**config.mk**
```make
export PLATFORM = sky130hd
export DESIGN_NAME = id_exe_hazard_ctrl_flat
export DESIGN_NICKNAME = d
export VERILOG_FILES = /design/src/rtl/id_exe_hazard_ctrl_if.sv /design/src/rtl/id_exe_hazard_ctrl.sv /design/src/flat_wrapper.sv
export SDC_FILE = /design/constraint.sdc
export NUM_CORES = 1
export LEC_CHECK = 0
export ABC_AREA = 1
export CAP_MARGIN = 20
export CORE_UTILIZATION = 31
export DETAILED_ROUTE_END_ITERATION = 6
export PLACE_DENSITY = 0.74
export SKIP_CTS_REPAIR_TIMING = 1
export SYNTH_ARGS = -nofsm -noshare
export SYNTH_HDL_FRONTEND = slang
export SYNTH_SLANG_ARGS = --single-unit
export TNS_END_PERCENT = 1
```
**constraint.sdc**
```tcl
create_clock -name clk -period 1.2 [get_ports clk]
set_clock_uncertainty 0.15 [all_clocks]
set_input_delay 0.24 -clock clk [delete_from_list [all_inputs] [get_ports clk]]
set_output_delay 0.24 -clock clk [all_outputs]
set_load 0.03 [all_outputs]
```
**src/rtl/id_exe_hazard_ctrl_if.sv**
```systemverilog
// Hazard-control bundle between the ID/EXE pipeline registers and id_exe_hazard_ctrl.
// master = pipeline side (drives register contents), slave = hazard controller.
interface id_exe_hazard_ctrl_if;
   logic [4:0] src1;
   logic [4:0] src2;
   logic       two_src;
   logic [4:0] exe_dest;
   logic       exe_mem_r_en;
   logic       exe_wb_en;
   logic [4:0] mem_dest;
   logic       mem_wb_en;
   logic       br_taken;
   logic       mem_busy;
   logic       pc_freeze;
   logic       ifid_freeze;
   logic       ifid_flush;
   logic       idexe_bubble;
   logic       exemem_freeze;
   logic [1:0] state_o;

   modport master (
      output src1, src2, two_src, exe_dest, exe_mem_r_en, exe_wb_en,
             mem_dest, mem_wb_en, br_taken, mem_busy,
      input  pc_freeze, ifid_freeze, ifid_flush, idexe_bubble, exemem_freeze, state_o
   );

   modport slave (
      input  src1, src2, two_src, exe_dest, exe_mem_r_en, exe_wb_en,
             mem_dest, mem_wb_en, br_taken, mem_busy,
      output pc_freeze, ifid_freeze, ifid_flush, idexe_bubble, exemem_freeze, state_o
   );
endinterface

```
**src/rtl/id_exe_hazard_ctrl.sv**
```systemverilog
// Freeze/flush/bubble generation for load-use stalls, taken-branch flushes and data-memory waits.
// Optional HAZARD_STATS_EN adds saturating stall_count / flush_count outputs.
module id_exe_hazard_ctrl #(
   parameter int FORWARD_EN   = 1,
   parameter int FLUSH_CYCLES = 1
) (
   input  logic                clk,
   input  logic                rst,
   id_exe_hazard_ctrl_if.slave hz
`ifdef HAZARD_STATS_EN
   ,
   output logic [31:0]         stall_count,
   output logic [31:0]         flush_count
`endif
);

   typedef enum logic [1:0] {
      RUN      = 2'd0,
      FLUSH    = 2'd1,
      MEM_WAIT = 2'd2
   } state_e;

   localparam logic [2:0] FLUSH_LOAD = 3'(FLUSH_CYCLES - 1);

   state_e     state_q, state_d;
   logic [2:0] cnt_q, cnt_d;

   logic hit_exe, hit_mem, raw;
   logic pc_frz_c, ifid_frz_c, ifid_flush_c, bubble_c, exemem_frz_c;

   assign hit_exe = hz.exe_wb_en && (hz.exe_dest != 5'd0) &&
                    ((hz.src1 == hz.exe_dest) || (hz.two_src && (hz.src2 == hz.exe_dest)));
   assign hit_mem = hz.mem_wb_en && (hz.mem_dest != 5'd0) &&
                    ((hz.src1 == hz.mem_dest) || (hz.two_src && (hz.src2 == hz.mem_dest)));
   assign raw     = (FORWARD_EN != 0) ? (hit_exe && hz.exe_mem_r_en) : (hit_exe || hit_mem);

   always_comb begin
      pc_frz_c     = 1'b0;
      ifid_frz_c   = 1'b0;
      ifid_flush_c = 1'b0;
      bubble_c     = 1'b0;
      exemem_frz_c = 1'b0;
      state_d      = state_q;
      cnt_d        = cnt_q;

      if (hz.mem_busy) begin
         // Whole pipe holds; a branch in EXE stays put and is re-seen after the wait.
         pc_frz_c     = 1'b1;
         ifid_frz_c   = 1'b1;
         exemem_frz_c = 1'b1;
         state_d      = MEM_WAIT;
      end else if (state_q == FLUSH) begin
         ifid_flush_c = 1'b1;
         bubble_c     = 1'b1;
         cnt_d        = (cnt_q != 3'd0) ? cnt_q - 3'd1 : 3'd0;
         state_d      = (cnt_q <= 3'd1) ? RUN : FLUSH;
      end else if (hz.br_taken) begin
         ifid_flush_c = 1'b1;
         bubble_c     = 1'b1;
         if (FLUSH_CYCLES > 1) begin
            cnt_d   = FLUSH_LOAD;
            state_d = FLUSH;
         end else begin
            state_d = RUN;
         end
      end else begin
         if (raw) begin
            pc_frz_c   = 1'b1;
            ifid_frz_c = 1'b1;
            bubble_c   = 1'b1;
         end
         // A wait that interrupted a flush resumes the remaining flush cycles.
         state_d = ((state_q == MEM_WAIT) && (cnt_q != 3'd0)) ? FLUSH : RUN;
      end
   end

   always_ff @(posedge clk or posedge rst) begin
      if (rst) begin
         state_q <= RUN;
         cnt_q   <= 3'd0;
      end else begin
         state_q <= state_d;
         cnt_q   <= cnt_d;
      end
   end

   // Outputs are forced low while reset is held, independent of the inputs.
   assign hz.pc_freeze     = !rst && pc_frz_c;
   assign hz.ifid_freeze   = !rst && ifid_frz_c;
   assign hz.ifid_flush    = !rst && ifid_flush_c;
   assign hz.idexe_bubble  = !rst && bubble_c;
   assign hz.exemem_freeze = !rst && exemem_frz_c;
   assign hz.state_o       = state_q;

`ifdef HAZARD_STATS_EN
   logic [31:0] stall_cnt_q, flush_cnt_q;

   always_ff @(posedge clk or posedge rst) begin
      if (rst) begin
         stall_cnt_q <= 32'd0;
         flush_cnt_q <= 32'd0;
      end else begin
         if (pc_frz_c && (stall_cnt_q != 32'hFFFF_FFFF)) stall_cnt_q <= stall_cnt_q + 32'd1;
         if (ifid_flush_c && (flush_cnt_q != 32'hFFFF_FFFF)) flush_cnt_q <= flush_cnt_q + 32'd1;
      end
   end

   assign stall_count = stall_cnt_q;
   assign flush_count = flush_cnt_q;
`endif

endmodule
```
**src/flat_wrapper.sv**
```systemverilog
// flat-port wrapper written by rule: the top's interface ports become plain ports
module id_exe_hazard_ctrl_flat 
#(
   parameter int FORWARD_EN   = 1,
   parameter int FLUSH_CYCLES = 1
)
  (clk, rst, hz_src1, hz_src2, hz_two_src, hz_exe_dest, hz_exe_mem_r_en, hz_exe_wb_en, hz_mem_dest, hz_mem_wb_en, hz_br_taken, hz_mem_busy, hz_pc_freeze, hz_ifid_freeze, hz_ifid_flush, hz_idexe_bubble, hz_exemem_freeze, hz_state_o);
  id_exe_hazard_ctrl_if hz_i ();
  input  logic clk;
  input  logic rst;
  input wire logic [$bits(hz_i.src1)-1:0] hz_src1;
  input wire logic [$bits(hz_i.src2)-1:0] hz_src2;
  input wire logic [$bits(hz_i.two_src)-1:0] hz_two_src;
  input wire logic [$bits(hz_i.exe_dest)-1:0] hz_exe_dest;
  input wire logic [$bits(hz_i.exe_mem_r_en)-1:0] hz_exe_mem_r_en;
  input wire logic [$bits(hz_i.exe_wb_en)-1:0] hz_exe_wb_en;
  input wire logic [$bits(hz_i.mem_dest)-1:0] hz_mem_dest;
  input wire logic [$bits(hz_i.mem_wb_en)-1:0] hz_mem_wb_en;
  input wire logic [$bits(hz_i.br_taken)-1:0] hz_br_taken;
  input wire logic [$bits(hz_i.mem_busy)-1:0] hz_mem_busy;
  output wire logic [$bits(hz_i.pc_freeze)-1:0] hz_pc_freeze;
  output wire logic [$bits(hz_i.ifid_freeze)-1:0] hz_ifid_freeze;
  output wire logic [$bits(hz_i.ifid_flush)-1:0] hz_ifid_flush;
  output wire logic [$bits(hz_i.idexe_bubble)-1:0] hz_idexe_bubble;
  output wire logic [$bits(hz_i.exemem_freeze)-1:0] hz_exemem_freeze;
  output wire logic [$bits(hz_i.state_o)-1:0] hz_state_o;
  assign hz_i.src1 = hz_src1;
  assign hz_i.src2 = hz_src2;
  assign hz_i.two_src = hz_two_src;
  assign hz_i.exe_dest = hz_exe_dest;
  assign hz_i.exe_mem_r_en = hz_exe_mem_r_en;
  assign hz_i.exe_wb_en = hz_exe_wb_en;
  assign hz_i.mem_dest = hz_mem_dest;
  assign hz_i.mem_wb_en = hz_mem_wb_en;
  assign hz_i.br_taken = hz_br_taken;
  assign hz_i.mem_busy = hz_mem_busy;
  assign hz_pc_freeze = hz_i.pc_freeze;
  assign hz_ifid_freeze = hz_i.ifid_freeze;
  assign hz_ifid_flush = hz_i.ifid_flush;
  assign hz_idexe_bubble = hz_i.idexe_bubble;
  assign hz_exemem_freeze = hz_i.exemem_freeze;
  assign hz_state_o = hz_i.state_o;
  id_exe_hazard_ctrl #(.FORWARD_EN(FORWARD_EN), .FLUSH_CYCLES(FLUSH_CYCLES)) u_core (.clk(clk), .rst(rst), .hz(hz_i));
endmodule
```
==> flow_summary.json <==
{
  "wire_per_inst_um": 9.55,
  "io_pins": 35,
  "met3_usage_pct": 3.83,
  "critical_path.top_delay_family": "simple AND/OR/NAND/NOR gates",
  "min_path_type": "input port to flip-flop",
  "finalMaxSlewViolations": 0,
  "holdPathEnd": "u_core.hz.state_o[1]",
  "clock-sinks": 5,
  "overflow": 0,
  "htreeDepth": 1,
  "grt_pass1_vias": 619,
  "timing.hold.ws_ps": 140,
  "syn_nets": 124,
  "synth_cells": 94,
  "yosysTopAreaCell": "dfrtp_1",
  "setup_violations": 11,
  "busiest_layer": "met2",
  "numCtsBuffers": 3,
  "seqPwrFrac_pct": 28.9,
  "drc": 0,
  "drive_above_1_share_pct": 28.4,
  "gp_congestion": 0.746,
  "violations": "setup timing",
  "post-dp-hpwl_um": 1140,
  "dieHeight_um": 42.8,
  "switchingPower_uw": 349,
  "finalPower_uw": 911,
  "clk_pin_slew_ps": 50,
  "r2r-end": "u_core.cnt_q[1]",
  "grt_use_met2_pct": 29.7,
  "fmax_mhz": 621,
  "maxCapViolCount": 0,
  "start_util_pct": 33.9,
  "hp-start": "hz_mem_busy",
  "fin_crit_sh_pct": 134,
  "cts_buffer_depth": 2,
  "ant_nets": 0,
  "met1_usage_pct": 18.4,
  "synth_top_area_share_pct": 24.2,
  "synth_seq_area_share_pct": 24.2,
  "postSynthAreaPerCell_um2": 5.50,
  "drtIter0Drc": 6,
  "synth_area_leaders": "dfrtp_1 24%, nand2_1 24%, inv_1 18%",
  "rsz0062_at_grt": "true",
  "combinationalPowerShare_pct": 48.1,
  "r2r_slack_ps": -190,
  "path_cells": "nand2_2 > nand2_2 > nor2_2 > nand3_2 > nand2_4 > buf_6",
  "grt_max_degree": 6,
  "fin_crit_ps": 1610,
  "crit_buf_inv": 1,
  "setup_tns_ps": -2250,
  "syn_area_um2": 517,
  "crit_path_top_delay_cell": "dfrtp_2",
  "drt-pass1-iter-count": 4,
  "diodes": 0,
  "synth_warnings": 0,
  "reg2regPathDepth": 8,
  "end_kind": "output port",
  "p_sw_share_pct": 38.3,
  "syn_to_final_growth_pct": 98.1,
  "fp.coreArea_um2": 1520,
  "insertion_delay_ps": 260,
  "cp_slowest_stage_delay_ps": 400,
  "tritoncts": "done",
  "synth_seq_cells": 5,
  "gr-usage-all-layers_pct": 16.9,
  "crit_arrival_ps": 1220,
  "finalWirelength_um": 1500,
  "fin_area_um2": 1020,
  "fin_cells": 157,
  "cp-start-kind": "flip-flop",
  "max_slew.worst_pin.slew_ps": 207,
  "vias": 686,
  "final_nets": 172,
  "maxSlewHeadroom_pct": 86.1,
  "crit_required_ps": 810,
  "filler_cell_count": 135,
  "path_class": "flip-flop to output port",
  "p_per_area_nw_per_um2": 891,
  "final_hold_viol_count": 0,
  "rr_startpoint": "u_core.hz.state_o[1]",
  "ctsRootBufferMaster": "clkbuf_4",
  "power_leakage_uw": 0.000716,
  "vdd_drop_max_uv": 522,
  "timing.final.ws_setup_ps": -411,
  "grt_pass1_wl_um": 2330,
  "placed_area_um2": 912,
  "p_int_uw": 562,
  "via_per_inst": 4.37,
  "holdPathStages": 2,
  "clkPwrFrac_pct": 23.0,
  "path_max_fanout": 2,
  "antenna_found_initial": 0,
  "status": "complete, but fails checks",
  "ys_types": 13,
  "dp.cells": 151,
  "dieArea_um2": 1830,
  "fp.dieW_um": 42.8,
  "rows": 14,
  "port-buffer-count": 28,
  "path_common_cell": "nand2_2"
}
[cells by family (layout without fill, tap and decap cells)]
family,after synthesis,in the layout,synth area share [%]
and+or+nand+nor,53,53,42.1
adders and majority gates,2,2,4.84
buffers and inverters,27,74,20.3
xor gates and xnor gates,1,1,1.70
DFF,5,5,24.2
AOI/OAI and AO/OA,6,6,6.78
[per-layer routing]
layer	routed length [µm]	vias to the layer above
li1	-	367
met1	586	294
met2	820	21
met3	62	4
met4	31	0
met5	0	-
[state kept, by name, summed over array words and instances (netlist names)]
name / count
u_core.hz.state_o: 2
u_core.cnt_q: 3
[metrics by stage]
| step | util (%) | worst slack [ps] |
|---|---|---|
| 2_1_floorplan | - | -305 |
| 3_3_place_gp | 59.9 | -747 |
| 3_5_place_dp | 59.9 | -760 |
| 4_1_cts | 61.6 | -763 |
| 5_1_grt | 67.2 | -488 |
| 6_report | 67.2 | -411 |
[layout make-up]
class / instances / area [µm²] / area share (%)
timing repair buffer: 44 / 438 / 42.8
multi-input combinational: 62 / 314 / 30.7
sequential: 5 / 128 / 12.5
inverter: 26 / 97.6 / 9.54
clock buffer: 4 / 26.3 / 2.57
tap: 16 / 20.0 / 1.96
[cells in the final DEF, fill, tap and decap left out]
master,n
ha_1,2
nand3_2,1
nor2_1,8
nor2_2,3
clkbuf_2,1
dlygate4sd3_1,1
buf_6,4
nand3_1,6
o21ai_1,3
inv_2,3
clkbuf_1,1
clkdlybuf4s50_1,3
clkbuf_4,3
o31ai_1,2
nor2_4,1
dfrtp_1,3
dlymetal6s2s_1,17
nand2_2,3
nand2_1,29
nand4_1,1
inv_1,23
o21ai_0,1
dfrtp_2,2
xnor2_1,1
buf_4,18
nand2_4,1
[cell usage after synthesis (all sizes together)]
cell / n
o31ai: 2
buf: 1
dfrtp: 5
nand4: 1
xnor2: 1
ha: 2
inv: 26
o21ai: 4
nor2: 12
nand2: 33
nand3: 7
[power by group through the flow]
| stage | clock (µW) | sequential, µW | combinational, µW |
|---|---|---|---|
| 6_report | 209 | 263 | 439 |
| 5_1_grt | 220 | 270 | 490 |
| 4_1_cts | 212 | 261 | 421 |
| 3_5_place_dp | 0 | 260 | 422 |
| 3_3_place_gp | 0 | 261 | 397 |
| 2_1_floorplan | 0 | 271 | 199 |
[worst max path at each step]
stage,depth (start not counted),from,slack [ps],endpoint
final,6,u_core.hz.state_o[0],-410,hz_ifid_freeze
after global routing,6,u_core.hz.state_o[0],-490,hz_ifid_freeze
after CTS,10,hz_exe_dest[3],-760,hz_ifid_freeze
after detailed placement,10,hz_exe_dest[3],-760,hz_ifid_freeze
after global placement,10,hz_exe_dest[0],-750,hz_ifid_freeze
after floorplan,7,u_core.hz.state_o[1],-310,hz_pc_freeze
Note: power is estimated with default switching activity, not from simulation.
